[src/rtl/dmem_arbiter_pkg.sv]
// Shared definitions for the data-memory/IO port arbiter: FSM encoding,
// the address bit that selects the I/O register space, and the lock-run cap.
package dmem_arbiter_pkg;

    typedef enum logic [1:0] {
        IDLE = 2'd0,
        ACC0 = 2'd1,
        ACC1 = 2'd2
    } arb_state_t;

    localparam int IO_ADDR_BIT  = 7;
    localparam int MAX_LOCK_RUN = 4;
    localparam int LOCK_RUN_W   = 3;
    localparam int COUNT_W      = 4;

endpackage

[src/rtl/dmem_arbiter_rr2.sv]
// Two-input round-robin picker: a lone request always wins; on a tie the
// requester that was not served last wins. The pick is one-hot or zero.
module arb_rr2 (
    input  logic       req0,
    input  logic       req1,
    input  logic       last,
    output logic [1:0] pick
);

    // Tie-break on 'last', otherwise pass the single request straight through
    always_comb begin
        pick = 2'b00;
        if (req0 && req1) begin
            pick = last ? 2'b01 : 2'b10;
        end else begin
            pick = {req1, req0};
        end
    end

endmodule

[src/rtl/dmem_arbiter.sv]
// Shares the data-memory/IO port between the CPU data port (requester 0) and
// the loader/debug engine (requester 1). Each grant holds the bus for a fixed
// number of cycles, pulses done on the last one and captures read data.
module dmem_arbiter
    import dmem_arbiter_pkg::*;
#(
    parameter int ACCESS_CYCLES = 1,
    parameter int ADDR_W        = 32
) (
    input  logic              clock,
    input  logic              clrn,
    input  logic              req0,
    input  logic              req1,
    input  logic              we0,
    input  logic              we1,
    input  logic              lock0,
    input  logic              lock1,
    input  logic [ADDR_W-1:0] addr0,
    input  logic [ADDR_W-1:0] addr1,
    input  logic [31:0]       wdata0,
    input  logic [31:0]       wdata1,
    output logic              gnt0,
    output logic              gnt1,
    output logic              done0,
    output logic              done1,
    output logic [31:0]       rdata0,
    output logic [31:0]       rdata1,
    output logic              err1,
    output logic [ADDR_W-1:0] mem_addr,
    output logic [31:0]       mem_datain,
    output logic              mem_we,
    input  logic [31:0]       mem_dataout
);

    localparam logic [COUNT_W-1:0]    CNT_LOAD = COUNT_W'(ACCESS_CYCLES - 1);
    localparam logic [LOCK_RUN_W-1:0] RUN_MAX  = LOCK_RUN_W'(MAX_LOCK_RUN);

    arb_state_t             state, state_next;
    logic [COUNT_W-1:0]     cnt, cnt_next;
    logic [LOCK_RUN_W-1:0]  run, run_next;
    logic                   last, last_next;
    logic [1:0]             pick;
    logic                   capture0, capture1;
    logic                   err_set;
    logic                   io_block1;

    arb_rr2 u_rr (
        .req0 (req0),
        .req1 (req1),
        .last (last),
        .pick (pick)
    );

    // Requester 1 must never write the I/O register space
    assign io_block1 = we1 && addr1[IO_ADDR_BIT];

    // Next-state, counters and bus/handshake outputs decoded from the current state
    always_comb begin
        state_next = state;
        cnt_next   = cnt;
        run_next   = run;
        last_next  = last;
        gnt0       = 1'b0;
        gnt1       = 1'b0;
        done0      = 1'b0;
        done1      = 1'b0;
        mem_addr   = '0;
        mem_datain = '0;
        mem_we     = 1'b0;
        capture0   = 1'b0;
        capture1   = 1'b0;
        err_set    = 1'b0;
        case (state)
            IDLE: begin
                if (pick[0]) begin
                    state_next = ACC0;
                    cnt_next   = CNT_LOAD;
                    run_next   = LOCK_RUN_W'(1);
                end else if (pick[1]) begin
                    state_next = ACC1;
                    cnt_next   = CNT_LOAD;
                    run_next   = LOCK_RUN_W'(1);
                end
            end
            ACC0: begin
                gnt0       = 1'b1;
                mem_addr   = addr0;
                mem_datain = wdata0;
                mem_we     = we0;
                if (cnt == '0) begin
                    done0     = 1'b1;
                    capture0  = !we0;
                    last_next = 1'b0;
                    if (lock0 && req0 && (run < RUN_MAX)) begin
                        cnt_next = CNT_LOAD;
                        run_next = run + LOCK_RUN_W'(1);
                    end else begin
                        state_next = IDLE;
                    end
                end else begin
                    cnt_next = cnt - COUNT_W'(1);
                end
            end
            ACC1: begin
                gnt1       = 1'b1;
                mem_addr   = addr1;
                mem_datain = wdata1;
                mem_we     = we1 && !io_block1;
                err_set    = io_block1;
                if (cnt == '0) begin
                    done1     = 1'b1;
                    capture1  = !we1;
                    last_next = 1'b1;
                    if (lock1 && req1 && (run < RUN_MAX)) begin
                        cnt_next = CNT_LOAD;
                        run_next = run + LOCK_RUN_W'(1);
                    end else begin
                        state_next = IDLE;
                    end
                end else begin
                    cnt_next = cnt - COUNT_W'(1);
                end
            end
            default: begin
                state_next = IDLE;
            end
        endcase
    end

    // FSM state, access down-counter, lock-run length and round-robin history
    always_ff @(posedge clock or negedge clrn) begin
        if (!clrn) begin
            state <= IDLE;
            cnt   <= '0;
            run   <= '0;
            last  <= 1'b1;
        end else begin
            state <= state_next;
            cnt   <= cnt_next;
            run   <= run_next;
            last  <= last_next;
        end
    end

    // Read-data capture at completion and the sticky I/O-write violation flag
    always_ff @(posedge clock or negedge clrn) begin
        if (!clrn) begin
            rdata0 <= '0;
            rdata1 <= '0;
            err1   <= 1'b0;
        end else begin
            if (capture0) begin
                rdata0 <= mem_dataout;
            end
            if (capture1) begin
                rdata1 <= mem_dataout;
            end
            err1 <= err1 || err_set;
        end
    end

endmodule

[config.mk]
export PLATFORM = sky130hd
export DESIGN_NAME = dmem_arbiter
export DESIGN_NICKNAME = d
export VERILOG_FILES = /design/src/rtl/dmem_arbiter_pkg.sv /design/src/rtl/dmem_arbiter_rr2.sv /design/src/rtl/dmem_arbiter.sv
export SDC_FILE = /design/constraint.sdc
export NUM_CORES = 1
export LEC_CHECK = 0
export CAP_MARGIN = 10
export CORE_AREA = 2 2 118 120
export DETAILED_ROUTE_END_ITERATION = 10
export DIE_AREA = 0 0 120 122
export GPL_ROUTABILITY_DRIVEN = 0
export PLACE_DENSITY = 0.75
export SKIP_LAST_GASP = 1
export SLEW_MARGIN = 20
export SYNTH_ARGS = -nofsm -noshare
export SYNTH_HDL_FRONTEND = slang
export SYNTH_SLANG_ARGS = --single-unit
[constraint.sdc]
create_clock -name clock -period 3.9 [get_ports clock]
set_input_delay 0.78 -clock clock [delete_from_list [all_inputs] [get_ports clock]]
set_output_delay 0.78 -clock clock [all_outputs]
set_load 0.1 [all_outputs]
; ---- After elaboration in Yosys (flattened, before gate mapping)
; Cells that the tools add are included.
; W data, S select, Z words.
[totals]
reg_bits = 75
in_bits = 168
out_inout_bits = 134
elab_cells = 79
[classes]
add_sub_neg = 2
n_lt_le_gt_ge = 1
eq_ne = 11
mux = 39
reduce_logical = 19
[ops]
columns = operator, count
row1 = $pmux W32 S2, 2
row2 = $mux W4, 6
row3 = $mux W3, 6
row4 = $mux W2, 8
row5 = $mux W1, 12
row6 = $ne A2 B2 Y1 const B, 6
row7 = $pmux W4 S3, 1
row8 = $ne A3 B3 Y1 const B, 3
row9 = $pmux W3 S3, 1
row10 = $logic_and A1 B1 Y1, 7
row11 = $pmux W2 S3, 1
row12 = $reduce_and A6 Y1, 1
row13 = $reduce_and A5 Y1, 1
row14 = $logic_not A4 Y1, 1
row15 = $pmux W1 S2, 2
row16 = $reduce_and A4 Y1, 1
row17 = $sub A4 B1 Y4 const B, 1
row18 = $add A3 B1 Y3 const B, 1
row19 = $logic_not A1 Y1, 3
row20 = $lt A3 B3 Y1 const B, 1
row21 = $reduce_and A3 Y1, 1
row22 = $reduce_bool A3 Y1, 1
row23 = $eq A2 B1 Y1 const B, 1
row24 = $eq A2 B2 Y1 const B, 1
row25 = 3 further kinds, 3

; ---- Depth between registers and ports, before layout
[logic_depth]
word_depth = 5
mapped_depth = 8
depth_no_buf = 6

; ---- Cells and area by module
; Synthesis repeated with hierarchy kept, for this count alone.
[unflattened]
hier_cells = 364
area_unflattened_um2 = 4453.0
[modules_own_cells]
columns = mod, instances, cells_per_inst, area_each_um2, seq_area_each_um2
row1 = dmem_arbiter, 1, 361, 4434.3, 1878.1
row2 = arb_rr2, 1, 3, 18.8, 0.0

; ---- Worst setup path after synthesis
; No wires, ideal clock.
[synth_timing]
path_type = register -> output
startpoint = register state[1]
endpoint = output port mem_we
t_arrival_ns = 3.519
required_ns = 3.120
setup_slack_ns = -0.399
path_stages_with_launch = 7
n_path_buf = 2
cell_sequence = dfrtp_1 -> inv_1 -> ha_1 -> clkbuf_1 -> buf_1 -> nand2_1 -> a21boi_0
[synth_between]
elab_chain_len = 2
elab_cells_between_ends = 3
classes_between = eq/ne (2) / mux (1)
[synth_lines]
columns = item, line
row1 = "start, declared", dmem_arbiter.sv:38  ; arb_state_t state, state_next;
row2 = "start signal, assigned", dmem_arbiter.sv:138  ; state <= state_next;
row3 = $eq A2 B2 Y1 / $eq A2 B1 Y1 (equally long branches), dmem_arbiter.sv:73  ; case (state)
row4 = $pmux W1 S2 (*), dmem_arbiter.sv:73
row5 = "end, declared", dmem_arbiter.sv:31  ; output logic mem_we,
; Mark *: on every way between the ends. The rest lies on a longest branch, timed or not.

; ---- Worst setup path after layout
; Same ends and word-level chain as after synthesis.

==> metrics.md <==
| Metric | Value |
|---|---|
| Status | finished, final reports clean |
| Postcts setup bufs | 0 |
| Worst path arrival time | between 2 and 2.5 ns |
| Pins Over Slew Limit | 0 |
| CTS max path bufs | 2 |
| Gate Count Post-Synth | 361 |
| Syn_nets | between 500 and 600 |
| RSZ-0062 raised after global routing | no |
| Via/cell ratio | between 4 and 5 |
| Max-Cap Viols | 0 |
| Port Buf Inserts | 301 |
| R2R Setup Slk | 1.20 ns |
| Number of global-route vias before repair | 4265 |
| Crit path max fanout | 35 |
| WP data required | roughly 3.1 ns |
| Least-Margin Pin Slew | around 1.0 ns |
| #FFs+latches synth | 75 |
| Die area | roughly 15000 sq um |
| Period minus WS final | 3.19 ns |
| Final setup vio count | 0 |
| Cts repair resizes | 0 |
| Worst reg2reg path depth | 6 |
| CTS Buf Count | 9 |
| Post-synthesis sequential area ratio | between 40 and 50% |
| Routed length per instance | between 15 and 20 microns |
| Hpwl dp | roughly 12000 microns |
| End of the critical path | mem_we |
| Initial cell density of the core | 32.0% |
| Row count | 43 |
| Worst setup path startpoint | state[1] |
| Setup Skew | ~0.0035 ns |
| Tot GR Track Use | between 10% and 20% |
| DR iter-0 viols | roughly 230 |
| Reg2reg end | rdata1[31] |
| Vias post-DR | between 4000 and 5000 |
| Syn avg cell area | ~12 sq um |
| Distinct cells, synth | 37 |
| # DRC | 0 |
| Max transition margin | between 30% and 40% |
| IO Count | between 300 and 400 |
| Antenna violations before repair | 0 |
| Layout cell share with drive strength beyond 1 | 35.2% |
| Global-route wire length before repair | approximately 23000 microns |
| Synth warn | 0 |
| Post-route setup TNS | 0 ns |
| Die Wd | about 120 microns |
| Clock slew at reported path FFs | approximately 0.06 ns |
| Root Driver | clkbuf_16 |
| Most frequent cells in the layout | 231 x clkdlybuf4s50_1, 74 x dfrtp_1, 67 x buf_12 |
| Worst-Skew Late Latency | around 0.33 ns |
| Area delta synth->final | 96.0% |
| Syn Std Cell Area | roughly 4300 sq um |
| Largest net degree at the start of global routing | between 60 and 70 |
| Worst Path Class, Setup | flip-flop to output pin |
| DIE HEIGHT | roughly 120 microns |
| Cts hold-fix bufs | 0 |
| Clk sinks | 75 |
| Tightest Hold Check Type | flip-flop to flip-flop |
| Fin nets | roughly 830 |
| Hold Vio Cnt, Final | 0 |
| H-tree levels | 3 |
| Max Fclk | around 310 MHz |
| GRT overflow | 0 |
| Pre-Repair DR Iteration Count | 4 |
| CORE AREA | between 10000 and 15000 sq um |
| Startpoint class of the critical path | flip-flop |
| Final period util | just over 80% |
| N_diodes | 0 |
| Reg2reg start | state[0] |
| Detailed Route WL | approximately 15000 microns |
| CTS tree | done |
| Commonest non-fill, non-tap cell in the layout | clkdlybuf4s50_1 |
| Crit end category | output pin |
| Final antenna-violating net count | 0 |
[area by class of cell]
| class | instances | area (sq um) |
|---|---|---|
| Fill cell | 1019 | 5020 |
| Clock inverter | 5 | 37.5 |
| Sequential cell | 75 | 1880 |
| Inverter | 7 | 26.3 |
| Tap cell | 180 | 225 |
| Timing Repair Buffer | 306 | 3710 |
| Multi-Input combinational cell | 249 | 2360 |
| Clock buffer | 11 | 243 |
[layer usage]
metal | global-route usage [%] | vias to the layer above | share of wire [%]
li1 | - | 1879 | -
met1 | 23.3 | 1933 | 39
met2 | 33.3 | 205 | 49
met3 | 7.63 | 26 | 9.7
met4 | 6.69 | 0 | 2.3
met5 | 0 | - | 0
[cell families (layout without fill, tap and decap cells)]
family / count (synthesis) / after routing / share of synthesized area (%)
buf+inv: 37 / 329 / 5.81
flops: 75 / 75 / 43.4
fa+ha+maj: 9 / 9 / 2.60
compound gates: 80 / 80 / 14.1
simple gates: 91 / 91 / 13.6
mux: 69 / 69 / 20.4
[flip-flops by register name, indices dropped and copies added, names as in the netlist]
register,count
cnt,4
err1,1
last,1
rdata0,32
rdata1,32
run,3
state,2
[cells in the mapped netlist]
library cell  count  area [sq um]
a21boi_0          1          7.51
a21o_1            1          7.51
a22o_1            2          17.5
a22oi_1          65           488
a31o_2            2          17.5
a41oi_1           1          8.76
and2_4            2          17.5
buf_1             8          30.0
buf_12            6           120
buf_6             2          22.5
clkbuf_1         14          52.6
dfrtp_1          74          1850
dfstp_2           1          26.3
ha_1              9           113
inv_1             7          26.3
mux2_2           35           394
mux2_4           30           450
mux2i_1           4          40.0
nand2_1           6          22.5
nand2b_1          2          12.5
nand3_1           4          20.0
nand3b_1          4          30.0
nor2_1            1          3.75
nor2b_1          64           400
nor2b_4           2          27.5
nor3b_1           1          7.51
nor3b_4           1          18.8
o211a_1           1          10.0
o211ai_1          1          7.51
o21a_1            1          7.51
o21ai_2           1          8.76
o22ai_1           1          6.26
o31ai_1           3          22.5
or2_2             1          6.26
or2b_1            1          7.51
or3b_1            1          8.76
or4_1             1          7.51
[worst min path at each step]
stage,start,end,slack [ns],depth (start not counted)
finish,err1,err1,0.48,1
CTS,err1,err1,0.48,1
global placement,err1,err1,0.49,1
detailed placement,err1,err1,0.46,1
global route,rdata0[21],rdata0[21],0.51,1
floorplan,clrn,cnt[0],0.48,0
[worst max-delay path, cell delays in order, from the launching register on]
cell and delay (ns):
dfrtp_1 0.42, inv_1 0.14, ha_2 0.67, buf_12 0.27
nand2_1 0.07, a21boi_1 0.27, buf_12 0.22
[per-stage QoR]
stage	area (sq um)	cells	worst slack, ns	hold WS, ns	utilization (%)
finish	8480	833	0.712	0.476	62.8
global route	8480	833	0.577	0.511	62.8
CTS	8480	833	0.692	0.478	62.8
detailed placement	8200	817	1.07	0.460	60.7
global placement	8200	817	1.11	0.488	60.7
floorplan	4480	361	0.164	0.484	-
Power is left out: the tool's default activity adds up to more than one toggle a clock period on the data nets, which glitch-free logic cannot reach.
